===== src/rtl/raw8_pattern_generator.sv =====
// Synthetic RAW8 frame source with programmable timing and four test patterns.
// Optional macro RAW8_GEN_FRAME_CNT_EN stamps a completed-frame count into pixel (0,0).
module raw8_pattern_generator #(
  parameter logic [10:0] IMG_HDISP = 11'd640,
  parameter logic [10:0] IMG_VDISP = 11'd480,
  parameter logic [10:0] H_BLANK   = 11'd160,
  parameter logic [10:0] V_FRONT   = 11'd10,
  parameter logic [10:0] V_LEAD    = 11'd2,
  parameter logic [10:0] V_TAIL    = 11'd2
) (
  input  logic       clk,
  input  logic       rst_n,
  input  logic       enable,
  input  logic [1:0] pattern_sel,
  output logic       post_frame_vsync,
  output logic       post_frame_href,
  output logic [7:0] post_img_RAW,
  output logic       frame_done
);

  typedef enum logic [2:0] {
    IDLE,
    FRONT,
    LEAD,
    ACTIVE,
    TAIL
  } state_t;

  localparam logic [10:0] LINE_LEN = IMG_HDISP + H_BLANK;

  state_t      state;
  state_t      state_next;
  logic [10:0] hcnt;
  logic [10:0] vcnt;
  logic [1:0]  pat_q;
  logic        line_end;
  logic        frame_start;
  logic        frame_end;

  logic [7:0]  x;
  logic [7:0]  y;
  logic [7:0]  pix;
  logic        vsync_d;
  logic        href_d;
  logic [7:0]  raw_d;
  logic        done_d;

`ifdef RAW8_GEN_FRAME_CNT_EN
  logic [7:0]  frame_cnt;
`endif

  assign line_end = (hcnt == LINE_LEN - 11'd1);

  // Every state change happens on a line boundary; the end of a frame
  // either chains straight into the next FRONT or parks in IDLE.
  always_comb begin
    state_next  = state;
    frame_start = 1'b0;
    frame_end   = 1'b0;
    case (state)
      IDLE: begin
        if (enable) begin
          state_next  = FRONT;
          frame_start = 1'b1;
        end
      end
      FRONT: begin
        if (line_end && vcnt == V_FRONT - 11'd1)
          state_next = (V_LEAD == 11'd0) ? ACTIVE : LEAD;
      end
      LEAD: begin
        if (line_end && vcnt == V_LEAD - 11'd1)
          state_next = ACTIVE;
      end
      ACTIVE: begin
        if (line_end && vcnt == IMG_VDISP - 11'd1) begin
          if (V_TAIL != 11'd0)
            state_next = TAIL;
          else
            frame_end = 1'b1;
        end
      end
      TAIL: begin
        if (line_end && vcnt == V_TAIL - 11'd1)
          frame_end = 1'b1;
      end
      default: state_next = IDLE;
    endcase
    if (frame_end) begin
      if (enable) begin
        state_next  = FRONT;
        frame_start = 1'b1;
      end else begin
        state_next = IDLE;
      end
    end
  end

  always_ff @(posedge clk or negedge rst_n) begin
    if (!rst_n)
      state <= IDLE;
    else
      state <= state_next;
  end

  // vcnt counts lines within the current state, so it restarts on every transition.
  always_ff @(posedge clk or negedge rst_n) begin
    if (!rst_n) begin
      hcnt  <= 11'd0;
      vcnt  <= 11'd0;
      pat_q <= 2'd0;
    end else if (frame_start) begin
      hcnt  <= 11'd0;
      vcnt  <= 11'd0;
      pat_q <= pattern_sel;
    end else if (state != IDLE) begin
      if (line_end) begin
        hcnt <= 11'd0;
        if (state_next != state)
          vcnt <= 11'd0;
        else
          vcnt <= vcnt + 11'd1;
      end else begin
        hcnt <= hcnt + 11'd1;
      end
    end
  end

  assign x = hcnt[7:0];
  assign y = vcnt[7:0];

  always_comb begin
    pix = 8'h00;
    case (pat_q)
      2'd0: pix = x;
      2'd1: pix = y;
      2'd2: pix = (x[3] ^ y[3]) ? 8'h00 : 8'hFF;
      default: begin
        case ({y[0], x[0]})
          2'b00:   pix = 8'hC0;
          2'b11:   pix = 8'h40;
          default: pix = 8'h80;
        endcase
      end
    endcase
`ifdef RAW8_GEN_FRAME_CNT_EN
    if (hcnt == 11'd0 && vcnt == 11'd0)
      pix = frame_cnt;
`endif
  end

  assign vsync_d = (state == LEAD) || (state == ACTIVE) || (state == TAIL);
  assign href_d  = (state == ACTIVE) && (hcnt < IMG_HDISP);
  assign raw_d   = href_d ? pix : 8'h00;
  // vsync only ever falls at the end of a frame, so its falling edge marks frame_done.
  assign done_d  = post_frame_vsync & ~vsync_d;

  always_ff @(posedge clk or negedge rst_n) begin
    if (!rst_n) begin
      post_frame_vsync <= 1'b0;
      post_frame_href  <= 1'b0;
      post_img_RAW     <= 8'h00;
      frame_done       <= 1'b0;
    end else begin
      post_frame_vsync <= vsync_d;
      post_frame_href  <= href_d;
      post_img_RAW     <= raw_d;
      frame_done       <= done_d;
    end
  end

`ifdef RAW8_GEN_FRAME_CNT_EN
  always_ff @(posedge clk or negedge rst_n) begin
    if (!rst_n)
      frame_cnt <= 8'h00;
    else if (done_d)
      frame_cnt <= frame_cnt + 8'd1;
  end
`endif

endmodule


===== config.mk =====
export PLATFORM = sky130hd
export DESIGN_NAME = raw8_pattern_generator
export DESIGN_NICKNAME = d
export VERILOG_FILES = /design/src/rtl/raw8_pattern_generator.sv
export SDC_FILE = /design/constraint.sdc
export NUM_CORES = 1
export LEC_CHECK = 0
export BUFFER_PORTS_ARGS = -buffer_cell sky130_fd_sc_hd__buf_2
export CORE_ASPECT_RATIO = 0.7
export CORE_MARGIN = 10
export CORE_UTILIZATION = 54
export DETAILED_ROUTE_END_ITERATION = 16
export PLACE_DENSITY = 0.83
export SYNTH_ARGS = -nofsm -noshare
export SYNTH_HDL_FRONTEND = slang
export SYNTH_SLANG_ARGS = --single-unit

===== constraint.sdc =====
create_clock -name clk -period 2 [get_ports clk]
set_input_delay 0.2 -clock clk [delete_from_list [all_inputs] [get_ports clk]]
set_output_delay 0.2 -clock clk [all_outputs]
set_load 0.005 [all_outputs]

; Word-level counts from Yosys, hierarchy flattened
; Cells that the tools add are included.
[word_totals]
output_inout_bits = 11
input_bits = 5
reg_bits = 38
word_cells = 63
[op_classes]
mux = 24
bitwise_logic = 3
addsub = 2
n_reduce_logical = 13
n_lt_le_gt_ge = 1
eq_ne = 12
[ops]
columns = op, n
row1 = two-way mux 11 bit, 7
row2 = case mux 8 bit (3 select lines), 1
row3 = "adder 11 x 1 -> 11 bit, second input constant", 2
row4 = two-way mux 8 bit, 2
row5 = case mux 8 bit (2 select lines), 1
row6 = two-way mux 3 bit, 5
row7 = case mux 3 bit (5 select lines), 1
row8 = "equality test 11 x 1 -> 1 bit, second input constant", 1
row9 = "equality test 11 x 10 -> 1 bit, second input constant", 1
row10 = "equality test 11 x 4 -> 1 bit, second input constant", 1
row11 = "equality test 11 x 9 -> 1 bit, second input constant", 1
row12 = "less-than comparator 11 x 10 -> 1 bit, second input constant", 1
row13 = two-way mux 1 bit, 7
row14 = "equality test 3 x 2 -> 1 bit, second input constant", 2
row15 = "equality test 2 bit, second input constant", 2
row16 = logical AND 1 bit, 4
row17 = zero test 2 bit, 2
row18 = nonzero test 2 bit, 2
row19 = "equality test 3 x 1 -> 1 bit, second input constant", 1
row20 = "equality test 3 bit, second input constant", 1
row21 = zero test 3 bit, 1
row22 = inequality test 3 bit, 1
row23 = nonzero test 3 bit, 1
row24 = "equality test 2 x 1 -> 1 bit, second input constant", 1
row25 = other kinds (5), 6

; Longest topological paths before layout
[depth]
ltp_word = 10
depth_mapped = 9
ltp_nobuf = 8

; Worst setup path after synthesis
; Ideal clock, no wire load.
[synth_path]
kind = register -> register
start = register hcnt[5]
end = register state[0]
synth_period_minus_slack_ps = 2133
slack_ps = -133
t_required_ps = 1869
path_buffers = 1
path_stages_with_launch = 7
setup_time_ps = 131
arrival_ps = 2001
path_cell_list = dfrtp_1 > or4_4 > nor4_4 > buf_6 > a31o_2 > nand2_1 > or3_1
[synth_via]
elab_chain_cells = 5
word_cells_on_any_way = 11
classes_between = eq/ne: 1 / mux: 7 / reduce/logical: 3
[synth_lines]
columns = item, line_no
row1 = from (decl), 33  ; logic [10:0] hcnt;
row2 = from (signal assigned), 124  ; hcnt <= hcnt + 11'd1;
row3 = equality test 11 x 10 -> 1 bit *, 52  ; assign line_end = (hcnt == LINE_LEN - 11'd1);
row4 = "logical AND 1 bit, on equally long branches", --
row5 = two-way mux 3 bit (tied with other cells), 76  ; if (line_end && vcnt == IMG_VDISP - 11'd1) begin
row6 = case mux 3 bit (5 select lines) / two-way mux 1 bit (equally long branches), --
row7 = two-way mux 3 bit *, 89  ; if (frame_end) begin
row8 = via state_next[0], 32  ; state_t state_next;
row9 = to (signal assigned), 103  ; state <= state_next;
row10 = to (decl), 31  ; state_t state;
; The timed path passes the listed nets; every way through them passes the cells marked *.
; A chain may end at the register's enable or synchronous reset.

; Worst setup path in the final report
[layout_path]
start = register vcnt[0]
end = register vcnt[4]
[layout_via]
elab_chain_cells = 10
word_cells_on_any_way = 23
classes_between = add/sub: 1 / eq/ne: 4 / mux: 12 / reduce/logical: 6
[layout_lines]
columns = item, line_no
row1 = from (decl), 34  ; logic [10:0] vcnt;
row2 = from (signal assigned), 122  ; vcnt <= vcnt + 11'd1;
row3 = equality test 11 x 9 -> 1 bit (tied with other cells), 76
row4 = "logical AND 1 bit, on equally long branches", --
row5 = two-way mux 3 bit (tied with other cells), 76
row6 = case mux 3 bit (5 select lines) / two-way mux 1 bit (equally long branches), --
row7 = two-way mux 3 bit, 89
row8 = inequality test 3 bit, 119  ; if (state_next != state)
row9 = two-way mux 11 bit, 119
row10 = two-way mux 11 bit, 117  ; if (line_end) begin
row11 = two-way mux 11 bit, 116  ; end else if (state != IDLE) begin
row12 = two-way mux 11 bit, 112  ; end else if (frame_start) begin
; Parallel ways exist; a longest one is shown, timed or not. The select of a mux whose other input is x is not followed.

==> out/results.txt <==
Row cnt: 19
CP Depth: 8
Overall die width: 95.8 um
Starting Density: 0.557
Clock Pin Slew Worst Setup and Hold Paths: 0.08 ns
Dominant register cell in the synthesized netlist: sky130_fd_sc_hd__dfrtp_1
Required time of the critical path: 2.21 ns
Dpl cell area: 2560 um2
Share of the yosys chip area belonging to registers: 0.438
First-pass GRT wire length: 9700 um
Detailed router's first-iteration violation count: 128
Buffer depth of the longest clock path: 2
Worst path top cell family by delay: compound AO/OA/AOI/OAI gates
Number of global-route vias before repair: 2004
Failing checks: negative setup slack
Worst setup path category: flop to flop
Post-detailed-route via-to-cell ratio: 5.86
Overall power consumption: 2.07 mW
Buffers & Inverters on Critical Path: 1
Total half-perimeter wirelength after legalization and detailed placement: 4050 um
Number of endpoints with negative hold slack in the final report: 0
Final TNS setup: -0.717 ns
Number of distinct standard cells referenced by the synthesized netlist: 45
Fraction of final layout cells with drive strength greater than 1: 0.299
WL final: 6050 um
Element type at the critical path start: flop
Overall die height: 73.1 um
Antenna violations before repair: 0
Final non-filler cell area: 2800 um2
Hold-fix buffer count after cts: 0
Slew Viols, Final: 0
Routed wire length per instance: 17.5 um
Root buffer cell: sky130_fd_sc_hd__clkbuf_8
Share of the synthesized area in the top cell type: 0.438
Core box area: 3900 um2
EDFF count, synth: 0
Cell taking the most area after synthesis: sky130_fd_sc_hd__dfrtp_1
Count of unresolved DRC violations after routing: 0
Max capacitance violation total: 0
Ys Warns: 0
Weighted congestion reported at the end of routability-driven placement: 0.883
Pin count of the biggest net entering global routing: 39
Number of CTS-inserted buffers: 5
Vias after detailed routing: 2028
Sort of element at the end of the critical path: flop
Class of the most critical hold timing path: input pin to asynchronous set/reset pin
Number of H-tree branching levels: 2
Number of cell instances on the worst register-to-register path: 8
Final setup violation count: 12
Sink count of the clock tree: 38
Max stage delay cell, worst path: sky130_fd_sc_hd__dfrtp_1
Post-route worst setup slack: -0.141 ns
Leakage power total: 1.34 nW
Critical path data arrival time: 2.35 ns
Synth cell count leaders: sky130_fd_sc_hd__nand2_1, sky130_fd_sc_hd__dfrtp_1, sky130_fd_sc_hd__nor2_1
Clk Latency, worst-skew pair: 0.30 ns
Time the final worst path needs with I/O delays and setup: 2.14 ns
Utilization after layout: 0.718
Clock tree from TritonCTS: yes
Worst-margin pin slew: 0.856 ns
Number of cells produced by synthesis: 242
GRT overflow: 0
Setup repair after global routing missed its margin: yes
Top cells by area in the synthesized netlist: sky130_fd_sc_hd__dfrtp_1, sky130_fd_sc_hd__nand2_1, sky130_fd_sc_hd__nor2_1, sky130_fd_sc_hd__xor2_1, sky130_fd_sc_hd__ha_1
Maximum fanout along the worst path: 5
Ratio of final minimum period to clock period: 1.07
Number of top-level pins: 16
Number of detailed-routing iterations run before antenna repair: 6
Syn Std Cell Area: 2170 um2
Maximum cell stage delay along the critical path: 0.41 ns
Die area: 7000 um2
Result of the run: finished with violations
Ant. Diodes: 0
Synthesis-stage register bit count: 38
Max Freq: 467 MHz
Worst Clk Skew: 0.00980 ns
Post-layout net count: 302
All-layer global routing usage: 0.176
Share of async-settable or async-resettable flops after synthesis: 1.00
Worst-path cell chain: ha_1 > nor4b_2 > buf_4 > and3_1 > a31o_4 > o211ai_4 > nand3_4 > o211ai_1
Worst reg2reg setup slack: -0.14 ns
Antenna-violating nets left: 0
Mean area per synthesized cell: 8.98 um2
Area overhead of the layout relative to synthesis: 28.8%
Worst slew margin relative to its limit: 0.430
IR drop worst, VDD: 624 uV
Port Buf Inserts: 15
Power density relative to cell area: 741 nW/um2
Cell with the most instances after synthesis: sky130_fd_sc_hd__nand2_1
Pre-CTS WS: -0.143 ns
Synthesized netlist net count: 251
-- placed cells by master (no fill, tap or decap), drive strengths merged, types with 7 or more instances in the layout --
cell type  netlist  final
buf              4     57
clkbuf          10      7
dfrtp           38     38
nand2           43     43
nand3            7      7
nand4            7      7
nor2            27     27
nor3             7      7
o21ai           10     10
-- final timing paths --
| check | startpoint | to |
|---|---|---|
| max | vcnt[0]$_DFFE_PN0P_ | vcnt[4]$_DFFE_PN0P_ |
| min | rst_n | vcnt[2]$_DFFE_PN0P_ |
| max reg2reg | vcnt[0]$_DFFE_PN0P_ | vcnt[4]$_DFFE_PN0P_ |
| min reg2reg | post_frame_vsync$_DFF_PN0_ | frame_done$_DFF_PN0_ |
| max in group asynchronous | rst_n | frame_done$_DFF_PN0_ |
| min in group clk | pattern_sel[0] | pat_q[0]$_DFFE_PN0N_ |
-- metal layers --
metal | global-route usage | share of wire | vias up
li1 | - | - | 958
met1 | 0.227 | 0.44 | 970
met2 | 0.275 | 0.46 | 96
met3 | 0.0647 | 0.097 | 4
met4 | 0.0343 | 0.0031 | 0
met5 | 0 | 0 | -
-- metrics by stage --
stage,hold WS [ns],instances
finish,0.00739,346
detailed placement,0.361,333
CTS,0.0454,343
floorplan,-0.0956,242
global route,0.0789,346
global placement,0.350,333
-- flip-flops by register name, indices dropped and copies added, names as in the netlist --
name              cells
hcnt                 11
post_frame_vsync      1
pat_q                 2
post_img_RAW          8
state                 3
post_frame_href       1
frame_done            1
vcnt                 11
-- power breakdown --
group	switching [mW]	internal [mW]
Clock	0.283	0.279
Sequential	0.106	0.840
Combinational	0.304	0.262
Total	0.693	1.38
-- layout make-up --
cell class	count	area (um2)
Timing Repair Buffer	57	423
Fill cell	291	1100
Clock buffer	7	86.3
Tap cell	52	65.1
Multi-Input combinational cell	185	1250
Inverter	6	22.5
Clock inverter	1	5.00
Sequential cell	38	951
-- what timing repair did --
action | 4_1_cts | 5_1_grt
setup endpoints to repair | 12 | 14
cloned | 1 | 1
gates resized for setup | 9 | 9
hold endpoints to repair | 0 | 0
setup buffers | 1 | 2
pin swaps | 12 | 4
-- cell families (layout without fill, tap and decap cells) --
kind of cell | after synthesis | after routing | synth area share
compound gates | 43 | 44 | 0.139
xor+xnor | 11 | 11 | 0.0443
fa+ha+maj | 4 | 4 | 0.0230
buf+inv | 20 | 71 | 0.0426
flops | 38 | 38 | 0.438
mux | 7 | 7 | 0.0334
simple gates | 119 | 119 | 0.280
No activity file was read; power rests on OpenSTA's default activity.
